`src/rtl/axil_arb_pkg.sv`:
```
// Shared types for the AXI-Lite read/write round-robin arbiters.
package axil_arb_pkg;

  typedef enum logic [1:0] {
    IDLE      = 2'd0,
    ADDR_DATA = 2'd1,
    RESP      = 2'd2
  } wr_state_e;

  typedef enum logic [1:0] {
    RD_IDLE = 2'd0,
    RD_ADDR = 2'd1,
    RD_DATA = 2'd2
  } rd_state_e;

  // Index width that stays at least one bit for a single master.
  function automatic int unsigned idx_width(input int unsigned n);
    return (n < 2) ? 1 : $clog2(n);
  endfunction

endpackage

```
`src/rtl/axil_rr_pick.sv`:
```
// Rotating-priority search: first requester after last_idx, with wrap.
module axil_rr_pick
  import axil_arb_pkg::*;
#(
  parameter int unsigned N = 4,
  localparam int unsigned IDX_W = idx_width(N)
) (
  input  logic [N-1:0]     request,
  input  logic [IDX_W-1:0] last_idx,
  output logic [N-1:0]     pick_oh,
  output logic [IDX_W-1:0] pick_idx
);

  int unsigned start;
  int unsigned win;
  logic        found;
  logic [N-1:0] rot;

  // Rotate so that bit 0 of rot is the highest-priority master.
  always_comb begin
    start = 32'(last_idx) + 32'd1;
    if (start >= N) start = start - N;
    rot   = N'({request, request} >> start);
    found = 1'b0;
    win   = 0;
    for (int unsigned j = 0; j < N; j++) begin
      if (!found && rot[j]) begin
        found = 1'b1;
        win   = start + j;
        if (win >= N) win = win - N;
      end
    end
    pick_idx = IDX_W'(win);
    pick_oh  = '0;
    for (int unsigned k = 0; k < N; k++) begin
      pick_oh[k] = found && (k == win);
    end
  end

endmodule

```
`src/rtl/axil_arbiter_rr_wr.sv`:
```
// Round-robin write arbiter: one AXI-Lite write transaction (AW, W, B) per grant.
module axil_arbiter_rr_wr
  import axil_arb_pkg::*;
#(
  parameter int unsigned NUMBER_MASTER = 4,
  localparam int unsigned IDX_W = idx_width(NUMBER_MASTER)
) (
  input  logic                     aclk,
  input  logic                     aresetn,
  input  logic [NUMBER_MASTER-1:0] request_wr,
  output logic [NUMBER_MASTER-1:0] grant_wr,
  output logic [IDX_W-1:0]         grant_wr_idx,
  input  logic                     s_axil_awvalid,
  input  logic                     s_axil_awready,
  input  logic                     s_axil_wvalid,
  input  logic                     s_axil_wready,
  input  logic                     s_axil_bvalid,
  input  logic [NUMBER_MASTER-1:0] m_axil_bready
);

  wr_state_e                state, state_d;
  logic [NUMBER_MASTER-1:0] grant_d;
  logic [IDX_W-1:0]         grant_idx_d;
  logic [IDX_W-1:0]         last_idx, last_idx_d;
  logic                     aw_done, aw_done_d;
  logic                     w_done, w_done_d;
  logic [NUMBER_MASTER-1:0] pick_oh;
  logic [IDX_W-1:0]         pick_idx;
  logic                     aw_hs, w_hs, b_hs, both_done;

  axil_rr_pick #(.N(NUMBER_MASTER)) u_pick (
    .request  (request_wr),
    .last_idx (last_idx),
    .pick_oh  (pick_oh),
    .pick_idx (pick_idx)
  );

  // grant_wr is one-hot, so masking bready selects the granted master's ready.
  assign aw_hs     = s_axil_awvalid && s_axil_awready;
  assign w_hs      = s_axil_wvalid && s_axil_wready;
  assign b_hs      = s_axil_bvalid && (|(m_axil_bready & grant_wr));
  assign both_done = (aw_done || aw_hs) && (w_done || w_hs);

  always_ff @(posedge aclk) begin
    if (!aresetn) begin
      state        <= IDLE;
      grant_wr     <= '0;
      grant_wr_idx <= '0;
      last_idx     <= IDX_W'(NUMBER_MASTER - 1);
      aw_done      <= 1'b0;
      w_done       <= 1'b0;
    end else begin
      state        <= state_d;
      grant_wr     <= grant_d;
      grant_wr_idx <= grant_idx_d;
      last_idx     <= last_idx_d;
      aw_done      <= aw_done_d;
      w_done       <= w_done_d;
    end
  end

  always_comb begin
    state_d = state;
    case (state)
      IDLE:      if (|request_wr) state_d = ADDR_DATA;
      ADDR_DATA: if (both_done)   state_d = RESP;
      RESP:      if (b_hs)        state_d = IDLE;
      default:                    state_d = IDLE;
    endcase
  end

  // Next values for the registered grant, pointer and handshake flags.
  always_comb begin
    grant_d     = grant_wr;
    grant_idx_d = grant_wr_idx;
    last_idx_d  = last_idx;
    aw_done_d   = aw_done;
    w_done_d    = w_done;
    case (state)
      IDLE: begin
        aw_done_d = 1'b0;
        w_done_d  = 1'b0;
        if (|request_wr) begin
          grant_d     = pick_oh;
          grant_idx_d = pick_idx;
          last_idx_d  = pick_idx;
        end else begin
          grant_d     = '0;
          grant_idx_d = '0;
        end
      end
      ADDR_DATA: begin
        if (both_done) begin
          aw_done_d = 1'b0;
          w_done_d  = 1'b0;
        end else begin
          aw_done_d = aw_done || aw_hs;
          w_done_d  = w_done || w_hs;
        end
      end
      RESP: begin
        if (b_hs) begin
          grant_d     = '0;
          grant_idx_d = '0;
        end
      end
      default: begin
        grant_d     = '0;
        grant_idx_d = '0;
        aw_done_d   = 1'b0;
        w_done_d    = 1'b0;
      end
    endcase
  end

endmodule

```
`config.mk`:
```
export PLATFORM = sky130hd
export DESIGN_NAME = axil_arbiter_rr_wr
export DESIGN_NICKNAME = d
export VERILOG_FILES = /design/src/rtl/axil_arb_pkg.sv /design/src/rtl/axil_rr_pick.sv /design/src/rtl/axil_arbiter_rr_wr.sv
export SDC_FILE = /design/constraint.sdc
export NUM_CORES = 1
export LEC_CHECK = 0
export ABC_AREA = 1
export CORE_UTILIZATION = 30
export DETAILED_ROUTE_END_ITERATION = 16
export GPL_ROUTABILITY_DRIVEN = 0
export MAX_ROUTING_LAYER = met4
export SLEW_MARGIN = 20
export SYNTH_ARGS = -nofsm -noshare
export SYNTH_HDL_FRONTEND = slang
export SYNTH_SLANG_ARGS = --single-unit
```
`constraint.sdc`:
```
create_clock -name aclk -period 5.3 [get_ports aclk]
set_input_delay 1.325 -clock aclk [delete_from_list [all_inputs] [get_ports aclk]]
set_output_delay 1.325 -clock aclk [all_outputs]
set_load 0.03 [all_outputs]
```
* Yosys cells after proc, flatten, opt, wreduce, memory -nomap -nowiden *
Cells that the tools add are included.

cells by class
  magnitude comparators = 5
  eq/ne operators = 8
  reduce and logical (&&, ||, !) cells = 23
  mux-type cells = 26
  bitwise operators = 2
  add/sub/neg operators = 9
  shift operators = 1

operators with widths
  cell                                                  number
  two-way mux 32 bit                                    9
  >= comparator 32 x 3 -> 1 bit, second input constant  5
  subtractor 32 x 3 -> 32 bit, second input constant    5
  adder 32 x 2 -> 32 bit, second input constant         2
  == test 2 x 32 -> 1 bit, first input constant         2
  adder 32 x 1 -> 32 bit, second input constant         1
  == test 1 x 32 -> 1 bit, first input constant         1
  zero test 32 bit                                      1
  right shift 8 x 32 -> 4 bit                           1
  one-hot mux 2 bit (3 select lines)                    2
  one-hot mux 4 bit (3 select lines)                    1
  logical AND 1 bit                                     11
  two-way mux 2 bit                                     4
  two-way mux 4 bit                                     2
  OR reduction 4 bit                                    2
  two-way mux 1 bit                                     6
  inequality test 2 bit, second input constant          3
  AND 4 bit                                             1
  one-hot mux 1 bit (2 select lines)                    2
  AND reduction 2 bit                                   2
  adder 2 x 1 -> 3 bit, second input constant           1
  zero test 1 bit                                       3
  AND reduction 3 bit                                   1
  == test 2 x 1 -> 1 bit, second input constant         1
  4 further kinds                                       5

word-level totals
  flip-flop bits (word level) = 12
  input port bits = 15

* Longest topological paths before layout *
  depth after elaboration = 18
  gate-level depth with buffers = 14

* By module *
From an unflattened synthesis, not the netlist that was laid out.

second synthesis, totals
  cells, all modules = 213
  area total of the unflattened synthesis = 1,345.0 µm²

modules (own cells, without submodules)
  module              times used  sequential area each (µm²)  cells an instance  area each (µm²)
  axil_rr_pick        1           0.0                         131                765.7
  axil_arbiter_rr_wr  1           240.2                       82                 579.3

* Worst setup path before layout *
OpenSTA, ideal clock, no wires.

  kind = reg2reg
  start = reg last_idx[0]
  end = reg grant_wr[0]
  clock period less this slack = 2.299 ns
  setup slack = 3.001 ns
  setup time = 0.072 ns
  stages on the path, launching flop included = 14
  arrival time = 2.226 ns
  cells stage by stage = dfxtp_1 > ha_1 > inv_1 > or2_1 > buf_2 > inv_1 > nand2_1 > ha_1 > inv_1 > nor4b_1 > nor3_1 > nor2_1 > nand3_1 > a21oi_1

on the way
  longest elaborated chain between the ends = 18
  elaborated cells on any way between the ends = 38

RTL lines
  what                                                                                 line                      text
  start: declaration                                                                   axil_arbiter_rr_wr.sv:24  logic [IDX_W-1:0] last_idx, last_idx_d;
  start signal: assignment                                                             axil_arbiter_rr_wr.sv:49  last_idx <= IDX_W'(NUMBER_MASTER - 1);
  start signal: assignment                                                             axil_arbiter_rr_wr.sv:56  last_idx <= last_idx_d;
  adder 2 x 1 -> 3 bit (*)                                                             axil_rr_pick.sv:21        start = 32'(last_idx) + 32'd1;
  subtractor 32 x 3 -> 32 bit / >= comparator 32 x 3 -> 1 bit (equally long branches)  axil_rr_pick.sv:22        if (start >= N) start = start - N;
  two-way mux 32 bit (*)                                                               axil_rr_pick.sv:22
  parallel branches: the longest is 12 deep, another holds adder 32 x 1 -> 32 bit      --
  logical AND 1 bit (*)                                                                axil_rr_pick.sv:36        pick_oh[k] = found && (k == win);
  two-way mux 4 bit (*)                                                                axil_arbiter_rr_wr.sv:83  if (|request_wr) begin
  one-hot mux 4 bit (3 select lines) (*)                                               axil_arbiter_rr_wr.sv:79  case (state)
  end signal: assignment                                                               axil_arbiter_rr_wr.sv:54  grant_wr <= grant_d;
  end: declaration                                                                     axil_arbiter_rr_wr.sv:11  output logic [NUMBER_MASTER-1:0] grant_wr,

Every way passes the cells marked *.
A chain may end at the register's enable or synchronous reset.

* Worst setup path after layout *
  start = in request_wr[1]
  end = reg grant_wr[2]

on the way
  longest elaborated chain between the ends = 15
  elaborated cells on any way between the ends = 20

RTL lines
  what                                    line                      text
  start: declaration                      axil_arbiter_rr_wr.sv:10  input logic [NUMBER_MASTER-1:0] request_wr,
  right shift 8 x 32 -> 4 bit             axil_rr_pick.sv:23        rot = N'({request, request} >> start);
  two-way mux 1 bit                       axil_rr_pick.sv:27        if (!found && rot[j]) begin
  zero test 1 bit                         axil_rr_pick.sv:27
  logical AND 1 bit                       axil_rr_pick.sv:27
  two-way mux 1 bit                       axil_rr_pick.sv:27
  zero test 1 bit                         axil_rr_pick.sv:27
  logical AND 1 bit                       axil_rr_pick.sv:27
  two-way mux 1 bit                       axil_rr_pick.sv:27
  zero test 1 bit                         axil_rr_pick.sv:27
  logical AND 1 bit                       axil_rr_pick.sv:27
  two-way mux 32 bit                      axil_rr_pick.sv:27
  == test 2 x 32 -> 1 bit                 axil_rr_pick.sv:36
  logical AND 1 bit                       axil_rr_pick.sv:36
  two-way mux 4 bit (*)                   axil_arbiter_rr_wr.sv:83
  one-hot mux 4 bit (3 select lines) (*)  axil_arbiter_rr_wr.sv:79

Mark *: on every way between the ends. The rest lies on a longest branch, timed or not.

==> impl_metrics.toml <==
[status]
outcome = "complete, no violations"

[detailed_routing]
antenna_left = 0
via_count = 1000
drt-vias-per-instance = 4.878
dr.pass1.iters = 4
drt_iter0_drc = 32
wl_mm = 2.091
avgRoutedWirePerCell_microns = 10.20
post-route-drc-count = 0

[worst_setup_path]
crit_type = "in -> reg"
crit_required_ns = 5.50
crit_arrival_ns = 2.88
critPathLaunchType = "primary input"
crit_fanout = 3
end_kind = "register"

[job]
cap_violations = 0

[logic_synthesis]
synth_area_sq_um = 955.9
synth_nets = 163
synth.distinct_cells = 28
yosysSeqAreaShare = 0.2513
yosys_register_bits = 12
avgSynthCellArea_sq_um = 6.877
yosys_warnings = 0
syn_inst = 139

[sta]
fin_skew_ns = 0.006079
maxSlewHeadroom = 0.7372
fin_crit_ns = 2.680
hold_viol_final = 0
rsz0062_at_grt = "no"
setup_viol = 0
worstMarginPinSlew_ns = 0.3942
drv_slew = 0
finalCritPeriodShare = 0.5057
finalSetupTns_ns = 0
max_clock_freq_ghz = 0.3731

[floorplan]
initial_core_util = 0.3157
core_sq_um = 3028
die_h_microns = 58.45
ios = 21
std_cell_rows = 20
dieWidth_microns = 58.45
die-area_sq_um = 3416

[cts]
cts_buffer_depth = 2
clock-sinks = 12
cts_tree = "built"
root_buffer = "clkbuf_4"
clock_latency_ns = 0.27
clkTransAtPathRegs_ns = 0.07
cts_buffers = 3
post_cts_buffers = 0
cts_resized = 0
cts-htree-levels = 1
hold_buffers = 0

[grt]
grt_pass1_vias = 958
grt_usage = 0.1430
grt.overflow.total = 0
grt_pass1_wl_mm = 3.795
grt_antenna_before_repair = 0
grt_start_max_net_pins = 11

[layout]
multi_input_area_sq_um = 650.6
final_common_cell = "nand2_1"
nets = 187
layout_common_cells = "nand2_1 (30), clkdlybuf4s50_1 (20), nand3_1 (16)"
n_fill_cell = 319
regArea_sq_um = 240.2
final_core_util = 0.4058
syn2layout_area_growth_pct = 28.53
antenna_cells = 0
drive_above_1_share = 0.1118

[power_and_ir_drop]
powerDensity_nw_per_um2 = 672.7
p_leak_nw = 0.5558
vdd_ir_drop_max_mv = 0.1816

[placement]
dp_hpwl_mm = 1.746
io_buffers = 20

[worst_hold_path]
hold_path_class = "reg -> reg"
worst max-delay path, stage by stage:
cell,delay [ns]
clkdlybuf4s50_1,0.51
nand2_1,0.09
nand3_1,0.14
nand2_1,0.06
nor2_1,0.18
nand3_1,0.12
nand2_1,0.07
nand3b_1,0.15
nand3_1,0.11
a21oi_1,0.13
through the flow:
| step | instances | hold slack, ns | total power, mW | area, sq um | setup WS (ns) |
|---|---|---|---|---|---|
| after floorplan | 139 | 0.4608 | 0.6426 | 955.9 | 3.001 |
| after global placement | 202 | 0.4547 | 0.7574 | 1206 | 2.335 |
| after detailed placement | 202 | 0.4588 | 0.7765 | 1206 | 2.327 |
| after CTS | 205 | 0.4700 | 0.8324 | 1229 | 2.625 |
| after global routing | 205 | 0.4841 | 0.9333 | 1229 | 2.348 |
| final | 205 | 0.4665 | 0.8266 | 1229 | 2.620 |
cell type report:
cell class                      count  area share
Inverter                           16     0.04888
Timing Repair Buffer               20      0.1629
Multi-Input combinational cell    110      0.5295
Clock buffer                        3     0.01833
Sequential cell                    12      0.1955
Tap cell                           44     0.04481
final timing paths:
| kind | from | end | slack, ns | cells past startpoint |
|---|---|---|---|---|
| worst max-delay path | request_wr[1] | grant_wr[2] | 2.62 | 10 |
| worst min-delay path | grant_wr_idx[1] | grant_wr_idx[1] | 0.47 | 2 |
| worst max register to register | last_idx[0] | grant_wr[0] | 2.66 | 13 |
| worst min register to register | grant_wr_idx[1] | grant_wr_idx[1] | 0.47 | 2 |
layer usage:
metal  GRT usage  up-vias  part of all wire  wire (microns)
met2      0.2479       21              0.49            1028
met1      0.1767      459              0.48             996
met5           -        -                 0               0
met3     0.03297        0             0.032              66
li1            -      520                 -               -
met4     0.01020        0                 0               0
state kept, by name, summed over array words and instances, names as in the netlist:
| register | cells |
|---|---|
| last_idx | 2 |
| grant_wr_idx | 2 |
| state | 2 |
| aw_done | 1 |
| grant_wr | 4 |
| w_done | 1 |
logic make-up after synthesis:
kind of cell | count (synthesis) | share of synthesized area
buffers and inverters | 17 | 0.06805
AND/OR/NAND/NOR | 80 | 0.4372
flip-flops | 12 | 0.2513
adder cells (fa/ha/maj) | 9 | 0.1178
AO/OA/AOI/OAI | 21 | 0.1257
cells in the mapped netlist, drive strengths merged:
| master | n | area [sq um] |
|---|---|---|
| a21oi | 13 | 68.82 |
| a22o | 2 | 17.52 |
| a31oi | 1 | 6.260 |
| and3 | 1 | 6.260 |
| buf | 1 | 5.000 |
| clkinv | 1 | 3.750 |
| dfxtp | 12 | 240.2 |
| ha | 9 | 112.6 |
| inv | 15 | 56.30 |
| nand2 | 31 | 118.9 |
| nand3 | 22 | 147.7 |
| nand3b | 3 | 22.52 |
| nand4 | 3 | 25.02 |
| nor2 | 15 | 66.32 |
| nor3 | 2 | 10.01 |
| nor4 | 1 | 6.260 |
| nor4b | 1 | 8.760 |
| o211ai | 1 | 7.510 |
| o21ai | 4 | 20.02 |
| or2 | 1 | 6.260 |
power by group:
group          internal, mW  switching (mW)  leakage (nW)
clock                0.0263          0.0271        0.0138
sequential            0.113          0.0235        0.0985
combinational         0.233           0.404         0.443
total                 0.372           0.455         0.556
No activity file was read; power rests on OpenSTA's default activity.
